`src/rtl/mc_pkg.sv`:
```
// mc_pkg: shared states, ALU op codes, opcodes, mux encodings and branch helpers for mc_control
package mc_pkg;

  typedef enum logic [3:0] {
    S_FETCH, S_DECODE, S_MEMADR, S_MEMREAD, S_MEMWB, S_MEMWRITE, S_EXECR, S_EXECI,
    S_ALUWB, S_BRANCH, S_JAL, S_JALR, S_LUI, S_AUIPC, S_TRAP
  } state_t;

  localparam logic [4:0] ALU_ADD  = 5'b00000;
  localparam logic [4:0] ALU_SUB  = 5'b10001;
  localparam logic [4:0] ALU_AND  = 5'b00010;
  localparam logic [4:0] ALU_OR   = 5'b00011;
  localparam logic [4:0] ALU_XOR  = 5'b00100;
  localparam logic [4:0] ALU_SLT  = 5'b00101;
  localparam logic [4:0] ALU_SLL  = 5'b00110;
  localparam logic [4:0] ALU_SRL  = 5'b00111;
  localparam logic [4:0] ALU_SRA  = 5'b01000;
  localparam logic [4:0] ALU_SLTU = 5'b01001;

  localparam logic [6:0] OP_LOAD   = 7'b0000011;
  localparam logic [6:0] OP_STORE  = 7'b0100011;
  localparam logic [6:0] OP_R      = 7'b0110011;
  localparam logic [6:0] OP_I      = 7'b0010011;
  localparam logic [6:0] OP_BRANCH = 7'b1100011;
  localparam logic [6:0] OP_JAL    = 7'b1101111;
  localparam logic [6:0] OP_JALR   = 7'b1100111;
  localparam logic [6:0] OP_LUI    = 7'b0110111;
  localparam logic [6:0] OP_AUIPC  = 7'b0010111;

  localparam logic [1:0] SRCA_PC    = 2'b00;
  localparam logic [1:0] SRCA_OLDPC = 2'b01;
  localparam logic [1:0] SRCA_RS1   = 2'b10;
  localparam logic [1:0] SRCA_ZERO  = 2'b11;

  localparam logic [1:0] SRCB_RS2  = 2'b00;
  localparam logic [1:0] SRCB_IMM  = 2'b01;
  localparam logic [1:0] SRCB_FOUR = 2'b10;

  localparam logic [1:0] RES_ALUOUT = 2'b00;
  localparam logic [1:0] RES_DATA   = 2'b01;
  localparam logic [1:0] RES_ALU    = 2'b10;

  localparam logic [2:0] IMM_I = 3'b000;
  localparam logic [2:0] IMM_S = 3'b001;
  localparam logic [2:0] IMM_B = 3'b010;
  localparam logic [2:0] IMM_J = 3'b011;
  localparam logic [2:0] IMM_U = 3'b100;

  // funct3 010/011 are not defined branch conditions
  function automatic logic branch_legal(input logic [2:0] funct3);
    return funct3[2:1] != 2'b01;
  endfunction

  // flags come from rs1 - rs2, nzcv = {N,Z,C,V}
  function automatic logic branch_taken(input logic [2:0] funct3, input logic [3:0] nzcv);
    case (funct3)
      3'b000:  return nzcv[2];
      3'b001:  return !nzcv[2];
      3'b100:  return nzcv[3] ^ nzcv[0];
      3'b101:  return !(nzcv[3] ^ nzcv[0]);
      3'b110:  return !nzcv[1];
      3'b111:  return nzcv[1];
      default: return 1'b0;
    endcase
  endfunction

endpackage

```
`src/rtl/alu_dec.sv`:
```
// alu_dec: maps funct3/funct7b5 to an ALUControl code, with add/sub overrides from the FSM
module alu_dec
  import mc_pkg::*;
(
  input  logic [2:0] funct3,
  input  logic       funct7b5,
  input  logic       is_rtype,
  input  logic       force_add,
  input  logic       force_sub,
  output logic [4:0] alu_control
);

  logic [4:0] op;

  // funct7b5 only selects sub for register-register ops, but selects sra for both forms
  always_comb begin
    op = ALU_ADD;
    case (funct3)
      3'b000: op = is_rtype && funct7b5 ? ALU_SUB : ALU_ADD;
      3'b001: op = ALU_SLL;
      3'b010: op = ALU_SLT;
      3'b011: op = ALU_SLTU;
      3'b100: op = ALU_XOR;
      3'b101: op = funct7b5 ? ALU_SRA : ALU_SRL;
      3'b110: op = ALU_OR;
      3'b111: op = ALU_AND;
    endcase
  end

  assign alu_control = force_sub ? ALU_SUB : force_add ? ALU_ADD : op;

endmodule

```
`src/rtl/mc_control.sv`:
```
// mc_control: multi-cycle RV32I control FSM; MC_CONTROL_ILLEGAL_TRAP_EN selects TRAP vs NOP on illegal instructions
module mc_control
  import mc_pkg::*;
(
  input  logic       clk,
  input  logic       reset_n,
  input  logic [6:0] opcode,
  input  logic [2:0] funct3,
  input  logic       funct7b5,
  input  logic [3:0] nzcv,
  input  logic       mem_ready,
  output logic       mem_req,
  output logic       mem_we,
  output logic       adr_src,
  output logic       pc_write,
  output logic       ir_write,
  output logic       reg_write,
  output logic [1:0] alu_src_a,
  output logic [1:0] alu_src_b,
  output logic [1:0] result_src,
  output logic [2:0] imm_src,
  output logic [4:0] ALUControl,
  output logic       illegal
);

`ifdef MC_CONTROL_ILLEGAL_TRAP_EN
  localparam state_t S_ILL = S_TRAP;
`else
  localparam state_t S_ILL = S_FETCH;
`endif

  state_t state, next, cur;
  logic req, we, pcw, irw, rw;

  // reset forces FETCH into the output decode so non-strobe outputs show FETCH values
  assign cur = reset_n ? state : S_FETCH;

  // state register with synchronous active-low reset
  always_ff @(posedge clk) state <= reset_n ? next : S_FETCH;

  // next-state and Moore output decode; strobes are masked by reset below
  always_comb begin
    next = cur;
    req = 1'b0;
    we = 1'b0;
    pcw = 1'b0;
    irw = 1'b0;
    rw = 1'b0;
    adr_src = 1'b0;
    alu_src_a = SRCA_PC;
    alu_src_b = SRCB_RS2;
    result_src = RES_ALUOUT;
    case (cur)
      S_FETCH: begin
        req = 1'b1;
        alu_src_b = SRCB_FOUR;
        result_src = RES_ALU;
        irw = mem_ready;
        pcw = mem_ready;
        next = mem_ready ? S_DECODE : S_FETCH;
      end
      S_DECODE: begin
        alu_src_a = SRCA_OLDPC;
        alu_src_b = SRCB_IMM;
        case (opcode)
          OP_LOAD, OP_STORE: next = S_MEMADR;
          OP_R:              next = S_EXECR;
          OP_I:              next = S_EXECI;
          OP_BRANCH:         next = S_BRANCH;
          OP_JAL:            next = S_JAL;
          OP_JALR:           next = S_JALR;
          OP_LUI:            next = S_LUI;
          OP_AUIPC:          next = S_AUIPC;
          default:           next = S_ILL;
        endcase
      end
      S_MEMADR: begin
        alu_src_a = SRCA_RS1;
        alu_src_b = SRCB_IMM;
        next = opcode == OP_LOAD ? S_MEMREAD : S_MEMWRITE;
      end
      S_MEMREAD: begin
        req = 1'b1;
        adr_src = 1'b1;
        next = mem_ready ? S_MEMWB : S_MEMREAD;
      end
      S_MEMWB: begin
        result_src = RES_DATA;
        rw = 1'b1;
        next = S_FETCH;
      end
      S_MEMWRITE: begin
        req = 1'b1;
        we = 1'b1;
        adr_src = 1'b1;
        next = mem_ready ? S_FETCH : S_MEMWRITE;
      end
      S_EXECR: begin
        alu_src_a = SRCA_RS1;
        next = S_ALUWB;
      end
      S_EXECI: begin
        alu_src_a = SRCA_RS1;
        alu_src_b = SRCB_IMM;
        next = S_ALUWB;
      end
      S_ALUWB: begin
        rw = 1'b1;
        next = S_FETCH;
      end
      S_BRANCH: begin
        alu_src_a = SRCA_RS1;
        pcw = branch_legal(funct3) && branch_taken(funct3, nzcv);
        next = branch_legal(funct3) ? S_FETCH : S_ILL;
      end
      S_JALR: begin
        alu_src_a = SRCA_RS1;
        alu_src_b = SRCB_IMM;
        next = S_JAL;
      end
      S_JAL: begin
        alu_src_a = SRCA_OLDPC;
        alu_src_b = SRCB_FOUR;
        pcw = 1'b1;
        next = S_ALUWB;
      end
      S_LUI: begin
        alu_src_a = SRCA_ZERO;
        alu_src_b = SRCB_IMM;
        next = S_ALUWB;
      end
      S_AUIPC: begin
        alu_src_a = SRCA_OLDPC;
        alu_src_b = SRCB_IMM;
        next = S_ALUWB;
      end
      S_TRAP: next = S_TRAP;
      default: next = S_FETCH;
    endcase
  end

  // immediate format depends on opcode alone so it is valid as soon as IR loads
  always_comb begin
    imm_src = IMM_I;
    case (opcode)
      OP_STORE:         imm_src = IMM_S;
      OP_BRANCH:        imm_src = IMM_B;
      OP_JAL:           imm_src = IMM_J;
      OP_LUI, OP_AUIPC: imm_src = IMM_U;
      default:          imm_src = IMM_I;
    endcase
  end

  alu_dec u_alu_dec (
    .funct3      (funct3),
    .funct7b5    (funct7b5),
    .is_rtype    (cur == S_EXECR),
    .force_add   (!(cur inside {S_EXECR, S_EXECI, S_BRANCH})),
    .force_sub   (cur == S_BRANCH),
    .alu_control (ALUControl)
  );

  assign mem_req = reset_n && req;
  assign mem_we = reset_n && we;
  assign pc_write = reset_n && pcw;
  assign ir_write = reset_n && irw;
  assign reg_write = reset_n && rw;

`ifdef MC_CONTROL_ILLEGAL_TRAP_EN
  assign illegal = reset_n && state == S_TRAP;
`else
  assign illegal = 1'b0;
`endif

endmodule

```
`config.mk`:
```
export PLATFORM = sky130hd
export DESIGN_NAME = mc_control
export DESIGN_NICKNAME = d
export VERILOG_FILES = /design/src/rtl/mc_pkg.sv /design/src/rtl/alu_dec.sv /design/src/rtl/mc_control.sv
export SDC_FILE = /design/constraint.sdc
export NUM_CORES = 1
export LEC_CHECK = 0
export ABC_AREA = 1
export BUFFER_PORTS_ARGS = -buffer_cell sky130_fd_sc_hd__buf_4
export CORE_MARGIN = 2
export CORE_UTILIZATION = 25
export CTS_CLUSTER_DIAMETER = 200
export DETAILED_ROUTE_END_ITERATION = 6
export HOLD_SLACK_MARGIN = 0.1
export PLACE_DENSITY = 0.53
export SKIP_CTS_REPAIR_TIMING = 1
export SLEW_MARGIN = 20
export SYNTH_ARGS = -nofsm -noshare
export SYNTH_HDL_FRONTEND = slang
export SYNTH_SLANG_ARGS = --single-unit
```
`constraint.sdc`:
```
create_clock -name clk -period 2.1 [get_ports clk]
set_input_delay 0.105 -clock clk [delete_from_list [all_inputs] [get_ports clk]]
set_output_delay 0.105 -clock clk [all_outputs]
set_load 0.01 [all_outputs]
```
==> reports/results.txt <==
result of the run: finished, final reports clean
first-pass GRT wire length: 3750 µm
synthesized net count: 164
nets: 204
Setup Crit Path Kind: reg2out
cells taking the most area after synthesis: nand2_1 (16%), inv_1 (12%), dfxtp_1 (9.8%), nor2_4 (9.7%), nor2_1 (8.3%)
Sequential Power Share: 28.2%
ports placed on the boundary: 39
routed length on met1: 947 µm
combinational share of power: 39.2%
part of the power in the clock network: 32.6%
fillers: 342
total global-route track usage: 12.8%
Top cell by count, worst path: nand2_4
detailed route wirelength on metal3: 159 µm
source-to-sink clock delay at the later pin of the worst-skew pair: 0.23 ns
router iterations before antenna repair: 4
cell area power density: 249 nW/µm²
cell row count: 20
maximum number of pins on one net before global-route repair: 9
die width: 61.1 µm
Syn. warnings: 0
highest attainable clock frequency: 643 MHz
First DRT Iteration DRCs: 49
Inserted Diodes: 0
amount of wire on met2 after detailed routing: 1130 µm
total wire length: 2260 µm
detailed placer's ending HPWL: 2010 µm
number of unique standard cell types used by synthesis: 27
Int Pwr: 0.193 mW
startpoint class of the critical path: flip-flop
number of buffers on the longest clock path: 2
Avg Vias per Cell: 4.40
EDFF count, synth: 0
most used cells in the layout excluding fill and tap cells: buf_4 (37), nand2_1 (35), inv_1 (26), nor2_1 (18)
Worst Setup End Kind: output pin
post-synthesis cell type with the largest combined area: nand2_1
IO buf count: 37
final setup vio count: 0
unrepaired setup endpoints after global routing: no
required time reported for the critical path endpoint: 2.00 ns
hold crit path type: in2reg
number of routed nets with antenna violations: 0
delay contributed by the slowest stage of the critical path: 0.41 ns
TritonCTS clock tree: yes
starting density of the core: 26.5%
number of antenna violations at the first check in global routing: 0
overflow left after global routing: 0
summed instance area of the synthesized netlist: 816 µm²
Die Span Y: 61.1 µm
number of failing hold endpoints at the final stage: 0
layout cells sized above 1: 33.2%
vias after detailed routing: 1003
final period utilization: 74.0%
register with the highest flop count: state
Max Cap Violations: 0
min Tclk post-route: 1.55 ns
area overhead of the layout relative to synthesis: 41.3%
sequential element share of the synthesized area: 9.82%
Syn Inst Count: 146
Inserted Clock Buffers: 3
slowest stage cell, crit path: dfxtp_1
last weighted congestion value of the routability-driven placer: 0.889
highest net fanout along the worst path: 4
via count of the first global-routing pass: 954
Seq cells post-synth: 4
prevailing post-synth register cell: dfxtp_1
root buf cell: clkbuf_4
Worst IR Drop VDD: 196 µV
fraction of synthesis flops using an asynchronous set or reset pin: 0%
Synth Area per Inst: 5.59 µm²
sink count of the clock tree: 4
most common cell after layout, fill and taps aside: buf_4
post-synth top area share: 16.1%
signal arrival time at the worst endpoint: 1.45 ns
max reg flops: 4
number of max-slew violations in the final report: 0
proportion of total power due to net switching: 32.7%
cell breakdown of the critical path: nand2_4, nand2_4, inv_2, nand2_1, inv_1, a21oi_1, o211ai_1, buf_4
post-CTS clock slew at the launch and capture registers of the worst setup and hold paths: 0.04 ns
Regs by FF count: state: 4 flops
area of the core: 3080 µm²
switching power: 0.0937 mW
wire per inst: 9.89 µm
worst clock skew: 0.00303 ns
Static Leak: 0.635 nW
DRC violations left: 0
setup tns final: 0 ns
overall die area: 3740 µm²
DR top layer: met4
fin util: 37.4%
CTS H-tree lvls: 1
-- worst max-delay path, delay by kind of cell, from the launching register on --
kind	cells	cell delay, ns
flip-flops	1	0.41
AO/OA/AOI/OAI	2	0.28
buffers and inverters	3	0.27
AND/OR/NAND/NOR	3	0.26
-- logic make-up (layout without fill, tap and decap cells) --
kind of cell    after synthesis  after routing  share of synthesized area (%)
compound gates               25             25                           18.1
xor+xnor                      3              3                           3.22
buf+inv                      33             71                           16.6
flops                         4              4                           9.82
other cells                   1              1                          0.460
simple gates                 80             80                           51.8
-- routing by layer --
metal | vias up | GRT usage [%]
li1 | 537 | -
met1 | 427 | 14.3
met2 | 37 | 24.2
met3 | 2 | 2.52
met4 | 0 | 3.73
met5 | - | 0
-- power groups by stage --
stage                     combinational (mW)  sequential (mW)  clock [mW]
after detailed placement               0.113           0.0820           0
after global routing                   0.127           0.0809       0.103
final                                  0.112           0.0808      0.0934
after floorplan                       0.0629           0.0817           0
after global placement                 0.112           0.0819           0
after CTS                              0.114           0.0808      0.0981
-- worst paths after layout --
kind                               start            to  slack [ns]  cells past startpoint
worst max-delay path            state[2]  alu_src_a[1]        0.55                      8
worst min-delay path             reset_n      state[0]        0.22                      3
worst max register to register  state[0]      state[3]        0.92                      5
worst min register to register  state[1]      state[3]        0.66                      3
-- through the flow --
step                area [µm²]  setup slack, ns  std cells  power, mW  hold slack (ns)
CTS                       1150            0.534        228      0.292            0.227
global route              1150            0.432        228      0.311            0.237
global placement          1130            0.789        225      0.194            0.466
floorplan                  816            0.968        146      0.145            0.303
detailed placement        1130            0.786        225      0.195            0.467
finish                    1150            0.545        228      0.287            0.221
-- synth_stat cells (2+ instances only) --
cell type and instances:
nand2_1 35, inv_1 26, nor2_1 18, a21oi_1 8, nand3_1 8, nor2_4 7
o21ai_0 7, inv_2 5, dfxtp_1 4, nand2_4 4, nand4_1 3, o211ai_1 3
a31oi_1 2, nand2_2 2, xnor2_1 2
-- cell type report --
cell class | count | area (µm²) | area share, %
multi-input cells | 109 | 601 | 52.1
repair buffers | 37 | 278 | 24.1
inverters | 31 | 116 | 10.1
flip-flops and latches | 4 | 80.1 | 6.95
well taps | 44 | 55.1 | 4.78
clock buffers | 3 | 22.5 | 1.95
Note: power is estimated with default switching activity, not from simulation.
